<file path="src/rtl/e_mem_loader_pkg.sv">
// Shared definitions for the polynomial memory loader: default digit geometry,
// derived memory sizing helpers and the loader state encoding.
`ifndef M
`define M 8
`endif
`ifndef R
`define R 5
`endif
`ifndef D
`define D 2
`endif

package e_mem_loader_pkg;

    typedef enum logic [2:0] {
        IDLE  = 3'd0,
        LOAD  = 3'd1,
        FLUSH = 3'd2,
        START = 3'd3,
        WAIT  = 3'd4,
        DONE  = 3'd5
    } state_t;

    function automatic int calc_width(input int m, input int digit);
        return m * digit;
    endfunction

    function automatic int calc_depth(input int r, input int digit);
        return (r + digit - 1) / digit;
    endfunction

    // A single-word memory still needs a 1-bit address port.
    function automatic int calc_aw(input int depth);
        return (depth > 1) ? $clog2(depth) : 1;
    endfunction

endpackage

</file>
<file path="src/rtl/e_mem_loader_digit_packer.sv">
// Packs incoming digits LSB-first into memory words and issues one registered
// write per completed word; the packing register restarts on the completing edge.
module digit_packer
    import e_mem_loader_pkg::*;
#(
    parameter int M     = 8,
    parameter int R     = 5,
    parameter int DIGIT = 1,
    parameter int WIDTH = calc_width(M, DIGIT),
    parameter int DEPTH = calc_depth(R, DIGIT),
    parameter int AW    = calc_aw(DEPTH)
) (
    input  logic             clk,
    input  logic             rst,
    input  logic             accept,
    input  logic [M-1:0]     data,
    output logic             last,
    output logic             mem_we,
    output logic [AW-1:0]    mem_addr,
    output logic [WIDTH-1:0] mem_dout
);

    localparam int PW = (DIGIT > 1) ? $clog2(DIGIT) : 1;
    localparam int CW = (R > 1) ? $clog2(R) : 1;

    logic [PW-1:0]    pos;
    logic [CW-1:0]    total;
    logic [AW-1:0]    word_idx;
    logic [WIDTH-1:0] pack_q;
    logic [WIDTH-1:0] pack_next;
    logic             word_end;

    always_comb begin
        pack_next = pack_q;
        pack_next[pos*M +: M] = data;
        last     = accept && (total == CW'(R - 1));
        word_end = accept && ((pos == PW'(DIGIT - 1)) || (total == CW'(R - 1)));
    end

    always_ff @(posedge clk) begin
        if (rst) begin
            pos      <= '0;
            total    <= '0;
            word_idx <= '0;
            pack_q   <= '0;
            mem_we   <= 1'b0;
            mem_addr <= '0;
            mem_dout <= '0;
        end else begin
            mem_we <= word_end;
            if (accept) begin
                if (word_end) begin
                    mem_dout <= pack_next;
                    mem_addr <= word_idx;
                    pack_q   <= '0;
                    pos      <= '0;
                    // The final digit always lands in word DEPTH-1, so clearing
                    // here is the only way the index returns to zero.
                    word_idx <= last ? '0 : word_idx + 1'b1;
                end else begin
                    pack_q <= pack_next;
                    pos    <= pos + 1'b1;
                end
                total <= last ? '0 : total + 1'b1;
            end
        end
    end

endmodule

</file>
<file path="src/rtl/e_mem_loader.sv">
// Streams one polynomial into the hash core memory, then starts the hash core
// and captures its digest.
//   state | meaning
//   IDLE  | waiting for the first digit, memory owned by loader
//   LOAD  | accepting digits, writing completed words
//   FLUSH | final word write in flight
//   START | memory handed to hash core, start pulse
//   WAIT  | waiting for hash core completion
//   DONE  | digest captured, done pulse
module e_mem_loader
    import e_mem_loader_pkg::*;
#(
    parameter int M     = `M,
    parameter int R     = `R,
    parameter int DIGIT = 1,
    localparam int WIDTH = calc_width(M, DIGIT),
    localparam int DEPTH = calc_depth(R, DIGIT),
    localparam int AW    = calc_aw(DEPTH)
) (
    input  logic             clk,
    input  logic             rst,
    input  logic             s_valid,
    output logic             s_ready,
    input  logic [M-1:0]     s_data,
    output logic             mem_own,
    output logic             mem_we,
    output logic [AW-1:0]    mem_addr,
    output logic [WIDTH-1:0] mem_dout,
    output logic             hash_start,
    input  logic             hash_ready,
    input  logic [511:0]     hash_digest,
    output logic [511:0]     digest,
    output logic             done,
    output logic             busy
);

    if (DIGIT > R || DIGIT < 1) begin : g_bad_digit
        $error("e_mem_loader: DIGIT must be in 1..R");
    end

    state_t state;
    logic   hs;
    logic   last;

    assign hs   = s_valid && s_ready;
    assign busy = (state != IDLE);

    digit_packer #(
        .M     (M),
        .R     (R),
        .DIGIT (DIGIT),
        .WIDTH (WIDTH),
        .DEPTH (DEPTH),
        .AW    (AW)
    ) u_packer (
        .clk      (clk),
        .rst      (rst),
        .accept   (hs),
        .data     (s_data),
        .last     (last),
        .mem_we   (mem_we),
        .mem_addr (mem_addr),
        .mem_dout (mem_dout)
    );

    always_ff @(posedge clk) begin
        if (rst) begin
            state      <= IDLE;
            s_ready    <= 1'b0;
            hash_start <= 1'b0;
            done       <= 1'b0;
            digest     <= '0;
            mem_own    <= 1'b1;
        end else begin
            hash_start <= 1'b0;
            done       <= 1'b0;
            case (state)
                IDLE: begin
                    s_ready <= 1'b1;
                    if (hs) begin
                        // With R = 1 the first digit is also the last one.
                        state <= last ? FLUSH : LOAD;
                        if (last) s_ready <= 1'b0;
                    end
                end
                LOAD: begin
                    if (hs && last) begin
                        state   <= FLUSH;
                        s_ready <= 1'b0;
                    end
                end
                FLUSH: begin
                    state      <= START;
                    hash_start <= 1'b1;
                    mem_own    <= 1'b0;
                end
                START: state <= WAIT;
                WAIT: begin
                    if (hash_ready) begin
                        digest <= hash_digest;
                        done   <= 1'b1;
                        state  <= DONE;
                    end
                end
                DONE: begin
                    state   <= IDLE;
                    s_ready <= 1'b1;
                    mem_own <= 1'b1;
                end
                default: begin
                    state   <= IDLE;
                    s_ready <= 1'b0;
                    mem_own <= 1'b1;
                end
            endcase
        end
    end

endmodule

</file>
<file path="config.mk">
export PLATFORM = sky130hd
export DESIGN_NAME = e_mem_loader
export DESIGN_NICKNAME = d
export VERILOG_FILES = /design/src/rtl/e_mem_loader_pkg.sv /design/src/rtl/e_mem_loader_digit_packer.sv /design/src/rtl/e_mem_loader.sv
export SDC_FILE = /design/constraint.sdc
export NUM_CORES = 1
export LEC_CHECK = 0
export CAP_MARGIN = 20
export CORE_AREA = 8 8 408 410
export CTS_CLUSTER_SIZE = 12
export DETAILED_ROUTE_END_ITERATION = 16
export DIE_AREA = 0 0 416 418
export SYNTH_ARGS = -nofsm -noshare
export SYNTH_HDL_FRONTEND = slang
export SYNTH_SLANG_ARGS = --single-unit
</file>
<file path="constraint.sdc">
create_clock -name clk -period 4 [get_ports clk]
set_input_delay 0.8 -clock clk [delete_from_list [all_inputs] [get_ports clk]]
set_output_delay 0.8 -clock clk [all_outputs]
set_load 0.05 [all_outputs]
</file>
==> results of run 1 <==
cells by family after synthesis:
group / count (synthesis) / share of synthesized area, %
simple gates: 1066 / 21.3
compound gates: 557 / 14.8
flops: 546 / 56.9
buf+inv: 188 / 6.25
mux: 9 / 0.469
fa+ha+maj: 3 / 0.196
path summary, 6_finish.rpt:
kind	depth (start not counted)	slack, ps	startpoint	endpoint
worst min-delay path	2	450	digest[42]$_SDFFE_PP0P_	digest[42]$_SDFFE_PP0P_
worst max register to register	5	1660	state[1]$_SDFFE_PP0P_	digest[233]$_SDFFE_PP0P_
worst min register to register	2	450	digest[42]$_SDFFE_PP0P_	digest[42]$_SDFFE_PP0P_
worst max-delay path	1	1010	digest[246]$_SDFFE_PP0P_	digest[246]
state kept, by name, indices dropped and copies added (netlist names):
register and flops:
digest 512, u_packer.mem_dout 8, u_packer.pack_q 8, state 3
u_packer.mem_addr 3, u_packer.total 3, u_packer.word_idx 3, done 1
hash_start 1, mem_own 1, s_ready 1, u_packer.mem_we 1
u_packer.pos 1
cells in the final DEF, fill, tap and decap left out, types with 7 or more instances in the layout:
master / synthesis / routed
diode_2: 0 / 8
mux2i_1: 9 / 9
buf_4: 5 / 18
buf_12: 0 / 13
clkinv_2: 0 / 7
nor3b_1: 9 / 9
o21ai_0: 8 / 8
dfxtp_1: 546 / 546
clkbuf_16: 0 / 73
clkdlybuf4s50_1: 0 / 1050
clkbuf_1: 69 / 8
a211oi_1: 8 / 8
nand2_1: 1030 / 1030
a21oi_1: 532 / 532
clkbuf_8: 0 / 20
power groups by stage:
| stage | logic, mW | clock network [mW] | registers [mW] |
|---|---|---|---|
| 6_report | 0.797 | 6.90 | 5.46 |
| 2_1_floorplan | 0.114 | 0 | 5.60 |
| 3_3_place_gp | 0.796 | 0 | 5.58 |
| 5_1_grt | 0.835 | 7.40 | 5.46 |
| 4_1_cts | 0.802 | 7.20 | 5.46 |
| 3_5_place_dp | 0.795 | 0 | 5.58 |
cell type report:
| cell class | instances | area, um2 |
|---|---|---|
| antenna | 8 | 20.0 |
| clock buffer | 101 | 2130 |
| timing repair buffer | 1082 | 10900 |
| fill | 17700 | 126000 |
| tap | 2086 | 2610 |
| multi-input combinational | 1635 | 7090 |
| sequential | 546 | 10900 |
| clock inverter | 28 | 403 |
| inverter | 4 | 15.0 |
cells in the mapped netlist (2+ instances only):
cell / n / area (um2)
o21ai_0: 8 / 40.0
nor3b_1: 9 / 67.6
ha_1: 3 / 37.5
nand3_1: 6 / 30.0
mux2i_1: 9 / 90.1
nor2_1: 6 / 22.5
nand2_1: 1030 / 3870
nor3_1: 4 / 20.0
buf_2: 55 / 275
buf_6: 54 / 608
nand2b_1: 3 / 18.8
clkbuf_1: 69 / 259
buf_4: 5 / 37.5
dfxtp_1: 546 / 10900
a21oi_1: 532 / 2660
inv_1: 4 / 15.0
a211oi_1: 8 / 60.1
nand3b_1: 2 / 15.0
stage by stage:
step                power, mW  std cells
floorplan                5.72       2369
global placement         6.37       5353
detailed placement       6.37       5353
CTS                      13.5       5482
global route             13.7       5483
finish                   13.2       5490
layer usage:
| metal | vias up | global-route usage [%] | part of all wire (%) |
|---|---|---|---|
| met1 | 9658 | 16.7 | 41 |
| met3 | 154 | 4.49 | 7.5 |
| met5 | - | 0 | 0.12 |
| met2 | 725 | 23.9 | 49 |
| li1 | 9601 | - | - |
| met4 | 24 | 3.40 | 2.4 |
==> flow_summary_export.csv, run 1 <==
group,metric,value,unit
timing,fin_tns_setup,0,ps
power,p_sw_share,24.5,%
job,drv_cap,0,
floorplan,pin_count,1053,
timing,setup_slack,1010,ps
timing,hold_viol_final,0,
global_routing,grt_max_degree,191,
worst_hold_path,hp-class,"reg2reg",
final_layout,fin_area,0.0341,mm2
clock_network,cts_tree,"yes",
logic_synthesis,synth-seq-cells,546,
logic_synthesis,synth.yosys.seq_area_share,56.9,%
power,comb_power_share,6.1,%
timing,maxSlewHeadroom,10.5,%
clock_network,numCtsBuffers,73,
critical_path,path_cells,"clkdlybuf4s50_1",
power,p_clk_share,52.5,%
timing,fin_skew,37.9,ps
placed_design,preCtsSetupSlack,1020,ps
logic_synthesis,synth_nets,2896,
logic_synthesis,yosysUniqueCellTypes,34,
floorplan,die_w,416,um
clock_network,clkTransAtPathRegs,60,ps
critical_path,critPathTopFamily,"buffers and inverters",
power,power.density,386,mW/mm2
final_layout,fin_util,21.4,%
placed_design,place_area,0.0316,mm2
critical_path,crit_path_start_kind,"flip-flop",
critical_path,cp_max_fo,2,
global_routing,grt_pass1_wl,171,mm
status,status,"complete, no violations",
drt,drc,0,
clock_network,cts_resized,0,
clock_network,hold_buffers,0,
floorplan,die_h,418,um
final_layout,nets,3869,
logic_synthesis,avgSynthCellArea,8.10,um2
critical_path,worstPathRequired,3200,ps
drt,wirelength,128,mm
critical_path,crit_path_top_delay_cell,"clkdlybuf4s50_1",
power,ir_worst_vdd,0.000250,V
timing,clock.fmax,0.335,GHz
floorplan,core_area,0.160,mm2
drt,firstDrtPassIters,7,
logic_synthesis,yosys_warnings,0,
placed_design,place_congestion,0.886,
power,leakage,10.9,nW
logic_synthesis,syn_area,0.0192,mm2
critical_path,crit_type,"reg2out",
power,internal_power,9.93,mW
placed_design,portBuffers,1052,
logic_synthesis,synthCells,2369,
critical_path,critPathBufInv,1,
drt,drt-initial-drc-count,1491,
drt,vias,20200,
logic_synthesis,synth_ff_type,"dfxtp_1",
critical_path,critPathMaxStageDelay,1170,ps
critical_path,arrival,2190,ps
power,pwr-share-seq,41.5,%
drt,vias_per_cell,3.67,
timing,setup_viol,0,
drt,drtAntennaViolNets,0,
global_routing,grt-ovfl-total,0,
global_routing,first_global_vias,19500,
clock_network,htree_levels,3,
timing,period_needed,2990,ps
timing,period_share,74.6,%
logic_synthesis,synth-edff-count,0,
drt,wl_per_cell,23.4,um
clock_network,cts_buffer_depth,3,
timing,hold-worst-slack,451,ps
logic_synthesis,synthArstFlopShare,0,%
floorplan,rows,147,
clock_network,clock-sinks,546,
power,switchingPower,3.23,mW
global_routing,groute.usage.overall,13.9,%
final_layout,area_growth,77.7,%
floorplan,start_util,12.0,%
critical_path,end_kind,"output pin",
clock_network,cts_setup_buffers,0,
floorplan,die-area,0.174,mm2
clock_network,cts_root_buf,"clkbuf_16",
timing,rsz0062_at_grt,"no",
timing,slew_viol_final,0,
global_routing,antenna_found_initial,33,
placed_design,place_hpwl,103,mm
timing,worst_pin_slew,1340,ps
final_layout,drive_above_1_share,4.62,%
clock_network,clk_latency,680,ps
Note: power is estimated with default switching activity, not from simulation.
==> run 2: changes to the inputs <==
Clock period 4 ns to 3 ns, I/O delays scaled along.
==> run 2 against run 1 <==
Net effect:
- sequential power rose by 33%
- first-iteration DRC count fell by 6.9%
- core utilization rose by 0.14 points
- via count rose by 1.0%
- critical path type unchanged
==> flow_summary_export.csv, run 2 (synthesis gave the netlist of run 1 again) <==
group,metric,value,unit
final_layout,largest_reg_flops,512,
global_routing,grt-ovfl-total,0,
timing,fin_skew,18.3,ps
timing,fin_tns_setup,0,ps
power,leakage,11.0,nW
drt,wirelength,131,mm
timing,setup_viol,0,
global_routing,first_global_vias,19600,
worst_hold_path,hp-class,"in2reg",
critical_path,crit_path_start_kind,"flip-flop",
floorplan,die-area,0.174,mm2
worst_hold_path,hold-path-endpoint,"digest[9]$_SDFFE_PP0P_",
critical_path,crit_path_top_delay_cell,"clkdlybuf4s50_1",
worst_hold_path,min_from,"rst",
drt,drt-initial-drc-count,1388,
global_routing,grt_pass1_wl,172,mm
critical_path,r2r-end,"digest[211]$_SDFFE_PP0P_",
floorplan,core_area,0.160,mm2
drt,vias_per_cell,3.68,
drt,firstDrtPassIters,7,
placed_design,place_congestion,0.866,
timing,period_share,88.8,%
timing,clock.fmax,0.375,GHz
clock_network,clk_latency,670,ps
clock_network,hold_buffers,0,
floorplan,start_util,12.0,%
critical_path,reg2regPathDepth,6,
final_layout,regMostFlops,"digest",
job,drv_cap,0,
critical_path,worstSetupStartpoint,"digest[55]$_SDFFE_PP0P_",
final_layout,fin_util,21.5,%
clock_network,cts_setup_buffers,0,
critical_path,crit_type,"reg2out",
drt,vias,20400,
floorplan,rows,147,
drt,drtAntennaViolNets,0,
final_layout,drive_above_1_share,5.60,%
clock_network,numCtsBuffers,74,
final_layout,area_growth,78.9,%
clock_network,cts_resized,0,
clock_network,cts_tree,"yes",
final_layout,final_common_cell,"clkdlybuf4s50_1",
global_routing,antenna_found_initial,39,
critical_path,critPathBufInv,1,
critical_path,rrSetupSlack,840,ps
global_routing,groute.usage.overall,14.1,%
final_layout,reg_top3,"digest: 512 flops, u_packer.mem_dout: 8 flops, u_packer.pack_q: 8 flops",
timing,worst_pin_slew,834,ps
final_layout,layout_common_cells,"clkdlybuf4s50_1 (1,037), nand2_1 (1,030), dfxtp_1 (546)",
drt,wl_per_cell,23.7,um
placed_design,place_hpwl,107,mm
timing,hold_viol_final,0,
critical_path,path_cells,"clkdlybuf4s50_1",
critical_path,worstPathRequired,2400,ps
floorplan,die_h,418,um
floorplan,pin_count,1053,
floorplan,die_w,416,um
drt,drc,0,
power,ir_worst_vdd,0.000370,V
clock_network,clkTransAtPathRegs,50,ps
global_routing,grt_max_degree,98,
critical_path,end_kind,"output pin",
placed_design,portBuffers,1052,
clock_network,htree_levels,3,
clock_network,cts_buffer_depth,3,
final_layout,nets,3902,
critical_path,arrival,2060,ps
power,power.density,505,mW/mm2
timing,maxSlewHeadroom,44.2,%
status,status,"complete, no violations",
timing,slew_viol_final,0,
clock_network,cts_root_buf,"clkbuf_16",
timing,period_needed,2660,ps
critical_path,cp_max_fo,2,
timing,rsz0062_at_grt,"no",
worst_hold_path,hold_depth,2,
critical_path,critPathTopFamily,"buffers and inverters",
critical_path,critPathMaxStageDelay,900,ps
clock_network,clock-sinks,546,
critical_path,rr_startpoint,"state[2]$_SDFFE_PP0P_",
-- run 2: area by class of cell --
class / instances / area, um2
fillers: 17600 / 125000
repair buffers: 1114 / 11200
flip-flops and latches: 546 / 10900
multi-input cells: 1635 / 7090
well taps: 2086 / 2610
clock buffers: 100 / 2040
clock inverters: 28 / 399
diodes: 18 / 45.0
inverters: 4 / 15.0
-- run 2: worst register-to-register path, stage by stage (launching register included) --
cell and delay (ps):
dfxtp_1 610, and4bb_4 350, buf_12 210, buf_12 320, buf_4 380, nand2_1 80
a21oi_1 140
-- run 2: stage by stage --
stage / power, mW / instance area (um2) / worst slack [ps] / hold slack (ps) / cells
3_3_place_gp: 8.56 / 31900 / 334 / 441 / 5385
4_1_cts: 17.8 / 34300 / 235 / 305 / 5513
2_1_floorplan: 7.62 / 19200 / 1320 / 449 / 2369
3_5_place_dp: 8.55 / 31900 / 303 / 446 / 5385
6_report: 17.4 / 34300 / 336 / 383 / 5531
5_1_grt: 18.1 / 34300 / 258 / 354 / 5515
-- run 2: power by group --
part / total [mW] / switching, mW / internal [mW]
registers: 7.28 / 0.0130 / 7.27
logic: 1.12 / 0.448 / 0.673
clock network: 8.96 / 3.78 / 5.18
-- run 2: how the worst max path moves through the flow --
stage | cells past startpoint | end | slack [ps]
after floorplan | 2 | busy | 1320
after global placement | 7 | digest[222]$_SDFFE_PP0P_ | 330
after detailed placement | 7 | digest[211]$_SDFFE_PP0P_ | 300
after CTS | 1 | digest[440] | 230
after global routing | 1 | digest[55] | 260
final | 1 | digest[55] | 340
-- run 2: routing by layer --
layer / wire (um) / up-vias / global-route usage [%]
li1: - / 9699 / -
met4: 2820 / 14 / 3.49
met3: 9680 / 148 / 4.17
met2: 65400 / 768 / 24.5
met5: 90 / - / 0
met1: 53100 / 9741 / 17.0
==> patch (config.mk and constraints of run 1) <==
The macro `M` goes from 8 to 7.
--- a/src/rtl/e_mem_loader_pkg.sv
+++ b/src/rtl/e_mem_loader_pkg.sv
@@ -1,7 +1,7 @@
 // Shared definitions for the polynomial memory loader: default digit geometry,
 // derived memory sizing helpers and the loader state encoding.
 `ifndef M
-`define M 8
+`define M 7
 `endif
 `ifndef R
 `define R 5
Ports: changed (resized mem_dout and s_data); port bits go from 1053 to 1051. The function was not compared with the original's and may differ.
==> patch against run 1 <==
Cell count grew 0.20%. Worst setup slack got worse by 0.28 ns. Sequential cell count is 2 lower. Hold slack got worse by 0.00050 ns. Routed wire length decreased by 11%. Total power is 4.7% lower. Maximum frequency decreased by 8.6%. Final area is 0.62% lower. Synthesized area down 0.89%. Critical path type unchanged. Largest cell class is now buffers. Highest routed layer unchanged.
==> patch: results (changes against run 1) <==
Power
  – Reg power frac: 0.433 (+0.018)
  – Power Density: 370 nW/um^2 (-4.1%)
  – Comb power: 796 uW (about the same)
  – Peak supply drop: 297 uV (+19%)
  – Static Leak: 10.8 nW (about the same)
  – Psw: 2.93 mW (-9.2%)

Min path
  – Hold Path Origin: digest[221]$_SDFFE_PP0P_
  – Hold EP: digest[221]$_SDFFE_PP0P_

GRT
  – Largest net degree at the start of global routing: 107 (-44%)
  – First-pass GRT wire length: 155 mm (-9.3%)
  – Met1 Track Usage GR: 0.148 (-0.0197)
  – GRT Total Usage: 0.122 (-0.0163)
  – Met3 Use GR: 0.0416 (-0.00332)
  – Vias in the first global route: 19400 (-0.60%)

Place
  – Number of port buffers: 1050 (-0.19%)
  – Placed insts: 5371 (+0.34%)
  – Placement Setup Slack: 1.06 ns (+0.0379 ns)
  – Post-DP Area: 31600 sq um (+0.10%)
  – Placer Congestion: 0.933 (+5.3%)
  – Post-DP HPWL: 91.5 mm (-11%)

STA
  – Fmax achieved: 0.306 GHz (-8.6%)
  – Final hold slack: 0.450 ns (-0.000501 ns)

Worst setup path
  – Crit path to: busy
  – Flop2flop setup slack: 1.78 ns (+0.12 ns)
  – FF-to-FF path depth: 6 (+1)
  – WP data arrival: 2.47 ns (+0.28 ns)
  – CP peak stage delay: 1.02 ns (-0.15 ns)

Logic synthesis
  – Avg Synthesized Cell Area: 8.08 sq um (-0.25%)
  – Compound-gate portion of the synthesized area: 0.145 (-0.00354)
  – Syn nets: 2880 (-0.55%)
  – Seq/Total Area, Yosys: 0.572 (+0.00299)
  – Count of cell types in the netlist: 31 (-8.8%)
  – Most frequent cells after synthesis: nand2_1, dfxtp_1, a21oi_1, clkbuf_1, buf_2
  – Top cells by area, synth: dfxtp_1, nand2_1, a21oi_1

Status
  – Status: finished clean

Layout
  – Share of layout cells above drive strength 1: 0.0517 (+0.00543)
  – FILL cells: 17500 (-0.76%)
  – Largest regs: digest: 512 flops, u_packer.mem_dout: 7 flops, u_packer.pack_q: 7 flops
  – Layout Nets: 3881 (+0.31%)
  – Layout Cells excl Fill: 5501 (+0.20%)

Drt
  – Met3 routed WL: 9.24 mm (-3.6%)
  – Routed length on met2: 55.7 mm (-12%)
  – Drt pass-1 iters: 5 (-2)
  – 1st-iter DRT viols: 1707 (+14%)
  – Total wire length: 115 mm (-11%)
[patch: cell count changes after synthesis, sizes merged, moves of 5 or more]
cell / change
nor2: +15
nor3b: -8
a21oi: -7
and2: +7
clkbuf: -5
nand3: -5
o21ai: -5
[patch: cells by family (layout without fill, tap and decap cells)]
group,count (synthesis),count (layout)
AND/OR/NAND/NOR,1076,1076
flip-flops,544,544
AO/OA/AOI/OAI,542,542
buffers and inverters,181,1234
multiplexers,8,8
adder cells (fa/ha/maj),3,3
other,0,8
[patch: worst min-delay path: stages, from the launching register on]
cell,delay (ns)
dfxtp_1,0.30
nand2_1,0.05
a21oi_1,0.05
[patch: final cells by class]
class                   instances  area, sq um  share of cell area
diodes                          8         20.0            0.000590
clock buffers                  95         1980              0.0585
clock inverters                27          307             0.00904
inverters                       3         11.3            0.000332
multi-input cells            1629         6990               0.206
flip-flops and latches        544        10900               0.321
well taps                    2086         2610              0.0770
repair buffers               1109        11100               0.327
